<file path="config.mk">
export PLATFORM = sky130hd
export DESIGN_NAME = matrix4_multiply
export DESIGN_NICKNAME = d
export VERILOG_FILES = /design/src/rtl/matrix4_pkg.sv /design/src/rtl/matrix4_multiply_dot4.sv /design/src/rtl/matrix4_multiply.sv
export SDC_FILE = /design/constraint.sdc
export NUM_CORES = 2
export LEC_CHECK = 0
export CAP_MARGIN = 20
export CELL_PAD_IN_SITES_DETAIL_PLACEMENT = 0
export CELL_PAD_IN_SITES_GLOBAL_PLACEMENT = 1
export CORE_MARGIN = 4
export CORE_UTILIZATION = 44
export DETAILED_ROUTE_END_ITERATION = 7
export PLACE_DENSITY = 0.86
export SYNTH_ARGS = -nofsm -noshare
export SYNTH_HDL_FRONTEND = slang
export SYNTH_HIERARCHICAL = 1
export SYNTH_SLANG_ARGS = --single-unit
</file>
<file path="constraint.sdc">
create_clock -name clk -period 19.4 [get_ports clk]
set_input_delay 3.88 -clock clk [delete_from_list [all_inputs] [get_ports clk]]
set_output_delay 3.88 -clock clk [all_outputs]
set_load 0.005 [all_outputs]
</file>
<file path="src/rtl/matrix4_pkg.sv">
// Shared types and sizes for the 4x4 matrix multiplier.
package matrix4_pkg;
  localparam int DIM    = 4;
  localparam int DATA_W = 16;

  typedef logic [DATA_W-1:0] elem_t;
  typedef elem_t mat_t [0:DIM-1][0:DIM-1];

  typedef enum logic [1:0] {IDLE, COMPUTE, DONE} state_t;
endpackage

</file>
<file path="src/rtl/matrix4_multiply_dot4.sv">
// Combinational 4-term dot product; every partial result wraps mod 2^DATA_W,
// which gives the same low bits as a full-width sum truncated at the end.
module dot4
  import matrix4_pkg::*;
(
  input  logic [DATA_W-1:0] i_row [0:DIM-1],
  input  logic [DATA_W-1:0] i_col [0:DIM-1],
  output logic [DATA_W-1:0] o_dot
);

  elem_t w_acc;

  always_comb begin
    w_acc = '0;
    for (int k = 0; k < DIM; k++) begin
      w_acc = w_acc + i_row[k] * i_col[k];
    end
  end

  assign o_dot = w_acc;

endmodule

</file>
<file path="src/rtl/matrix4_multiply.sv">
// 4x4 unsigned matrix multiplier: latches A/B on accept, produces one element
// of M per clock, then holds M until the consumer takes it.
module matrix4_multiply
  import matrix4_pkg::*;
(
  input  logic              clk,
  input  logic              rst,
  input  logic              source_ready,
  input  logic              input_valid,
  input  logic [DATA_W-1:0] A [0:DIM-1][0:DIM-1],
  input  logic [DATA_W-1:0] B [0:DIM-1][0:DIM-1],
  output logic [DATA_W-1:0] M [0:DIM-1][0:DIM-1],
  output logic              sink_ready,
  output logic              output_valid
);

  state_t      r_state;
  logic [3:0]  r_index;
  elem_t       r_aLat [0:DIM-1][0:DIM-1];
  elem_t       r_bLat [0:DIM-1][0:DIM-1];
  logic [1:0]  w_i;
  logic [1:0]  w_j;
  elem_t       w_row [0:DIM-1];
  elem_t       w_col [0:DIM-1];
  elem_t       w_dot;

  assign w_i = r_index[3:2];
  assign w_j = r_index[1:0];

  // Row i of the latched A and column j of the latched B feed the single dot unit.
  always_comb begin
    for (int k = 0; k < DIM; k++) begin
      w_row[k] = r_aLat[w_i][k];
      w_col[k] = r_bLat[k][w_j];
    end
  end

  dot4 u_dot4 (
    .i_row (w_row),
    .i_col (w_col),
    .o_dot (w_dot)
  );

  assign sink_ready   = (r_state == IDLE) && !rst;
  assign output_valid = (r_state == DONE);

  always_ff @(posedge clk) begin
    if (rst) begin
      r_state <= IDLE;
      r_index <= '0;
      for (int i = 0; i < DIM; i++) begin
        for (int j = 0; j < DIM; j++) begin
          M[i][j] <= '0;
        end
      end
    end else begin
      case (r_state)
        IDLE: begin
          if (input_valid) begin
            r_aLat  <= A;
            r_bLat  <= B;
            r_index <= '0;
            r_state <= COMPUTE;
          end
        end
        COMPUTE: begin
          M[w_i][w_j] <= w_dot;
          r_index     <= r_index + 4'd1;
          // Writing the last element (index 15) completes the job.
          if (r_index == 4'd15) begin
            r_state <= DONE;
          end
        end
        DONE: begin
          if (source_ready) begin
            r_state <= IDLE;
          end
        end
        default: r_state <= IDLE;
      endcase
    end
  end

endmodule

</file>
==> results by group <==
Status
  – Status: finished, final reports clean

Floorplanning
  – Die Width: roughly 330 um
  – Core Region: between 100000 and 150000 um2
  – Die height: approximately 330 um
  – Die area: about 110000 um2
  – Initial core utilization: 44.3%
  – I/O pin cnt: a little under 800
  – Placement Rows: around 120

GRT
  – Total GRT Usage: between 20% and 30%
  – Vias in the first global route: between 30000 and 40000
  – First-pass GRT wire length: between 150000 and 200000 um
  – Initial antenna violation count: 13
  – GRT overflow: 0
  – Pin count of the biggest net entering global routing: 200

Synthesis
  – Synthesized cell area: 45100 um2
  – Post-synth top area cell: edfxtp_1
  – Synth top cells by count: 512 x edfxtp_1, 502 x inv_1, 390 x fa_1
  – Seq cells post-synth: approximately 770
  – Asr flop ratio synth: 0%
  – Ys Warns: 6
  – Syn Area/Cell: 13.1 um2
  – Main synth FF type: edfxtp_1
  – Unique cell type count in the Yosys netlist: 45
  – Register area share after synthesis: 45.8%
  – Synth area leaders: edfxtp_1 34%, fa_1 17%, dfxtp_1 12%
  – Net Count, Synth: between 4000 and 5000
  – Syn Inst Count: 3440
  – Number of synthesized flops with an enable pin: 512
  – Count leader, synth: edfxtp_1
  – Area share of the largest cell type after synthesis: about 34%

Routing
  – Routed len/inst: ~23 um
  – Initial DRC Count: roughly 1600
  – Detail Route Antenna Nets: 0
  – First drt pass iteration count: 5
  – Final wirelength: around 130000 um
  – DR vias/cell: 4.95
  – Vias: around 28000
  – Remaining routing DRC violations: 0

Critical path
  – Critical Path Fanout Max: 40
  – CP Launch Type: flip-flop
  – Critical path class: reg2reg
  – CP max stage cell: dfxtp_4
  – Buffer and inverter count on the worst path: 7
  – Crit path DAT: around 11 ns
  – Worst EP required: 19.90 ns
  – Crit path capture type: flip-flop
  – Crit path max-delay family: adder cells
  – Most used cell, CP: fa_1
  – Crit-path max cell delay: ~0.86 ns

Timing
  – Crit share post-route: a little over half
  – Fin Setup TNS: 0 ns
  – FMAX: 94.7 MHz
  – WHS: between 0.4 and 0.5 ns
  – Worst-Margin Slew: 1.21 ns
  – Setup violations, final: 0
  – Clock skew: 0.0477 ns
  – Tmin final: between 10 and 15 ns
  – Slew margin rel.: 19.0%
  – Unrepaired setup endpoints after global routing: no
  – Final max-slew violation count: 0
  – Hold Fails Final Rpt: 0

Placed design
  – IO buf count: 773
  – Routability cong.: slightly below 0.9
  – Dpl hpwl: 101000 um
  – Placed Cells incl. Taps: roughly 5400

Min path
  – Worst hold path class: reg2reg

Final layout
  – Filler cells: roughly 8400
  – Multi-input logic area: 21700 um2
  – Layout Cells excl Fill: ~5600
  – Area Overhead vs Synth: 26.0%
  – Reg area: between 20000 and 25000 um2
  – Share of layout cells above drive strength 1: 7.23%
  – Post-layout net count: 5236

Clock tree
  – CTS root buf: clkbuf_16
  – CTS tree: yes
  – Cts hold-fix bufs: 0
  – Clock sink count: 774
  – Clk buf depth: 3
  – Clk slew on worst S/H paths: roughly 0.060 ns
  – Setup Buffers After CTS: 0
  – CTS buffer count: 83
  – Post-CTS Resized: 0
  – Worst-Skew Late Latency: 0.69 ns
  – H-tree depth: 3

Flow run
  – Max Cap Viol: 0
[metrics by stage]
step	cell area (um2)	worst slack, ns	util, %
3_5_place_dp	53900	8.79	53.0
2_1_floorplan	45100	2.24	-
3_3_place_gp	53900	8.86	53.0
4_1_cts	56700	8.78	55.8
5_1_grt	56800	8.21	55.8
6_report	56800	8.84	55.8
[worst min-delay path: cells and delay by family (launching register included)]
kind	cells	cell delay, ns
flip-flops	1	0.30
AND/OR/NAND/NOR	1	0.06
multiplexers	1	0.06
[layout make-up]
type / instances / share of cell area, %
multi-input cells: 1991 / 38.3
flip-flops and latches: 774 / 36.3
clock inverters: 46 / 0.954
repair buffers: 795 / 13.9
clock buffers: 108 / 4.08
diodes: 11 / 0.0485
well taps: 1368 / 3.02
inverters: 502 / 3.32
[registers in the layout (all words and copies together), names as in the netlist]
name / count
M: 256
r_aLat: 256
r_bLat: 256
r_index: 4
r_state: 2
[logic make-up after synthesis]
kind of cell / count (synthesis) / synth area share [%]
and+or+nand+nor: 861 / 10.5
muxes: 384 / 12.1
adders and majority gates: 573 / 22.4
DFF: 774 / 45.8
buffers and inverters: 675 / 6.01
AOI/OAI and AO/OA: 36 / 0.517
xor gates and xnor gates: 137 / 2.69
[cell usage in the layout, fill, tap and decap left out, types with 22 or more instances in the layout]
cell / n
clkdlybuf4s50_1: 772
fa_1: 390
xnor2_1: 111
dfxtp_1: 258
mux2i_1: 256
ha_1: 183
nand2b_1: 273
edfxtp_1: 512
xor2_1: 25
inv_1: 502
clkbuf_16: 85
mux4_2: 128
nand2_1: 270
buf_4: 22
and2_1: 282
[path summary, 6_finish.rpt]
kind	from	to	slack, ns	cells past startpoint
worst max-delay path	r_index[0]	M[173]	8.84	28
worst min-delay path	M[59]	M[59]	0.47	2
worst max register to register	r_index[0]	M[173]	8.84	28
worst min register to register	M[59]	M[59]	0.47	2
[per-layer routing]
| layer | routed length, um | track usage (%) | part of all wire (%) |
|---|---|---|---|
| met1 | 52100 | 30.5 | 40 |
| met3 | 7090 | 4.35 | 5.4 |
| met2 | 67200 | 42.8 | 51 |
| met5 | 0 | 0 | 0 |
| met4 | 4140 | 8.42 | 3.2 |
Power is left out: the tool's default activity adds up to more than one toggle a clock period on the data nets, which glitch-free logic cannot reach.
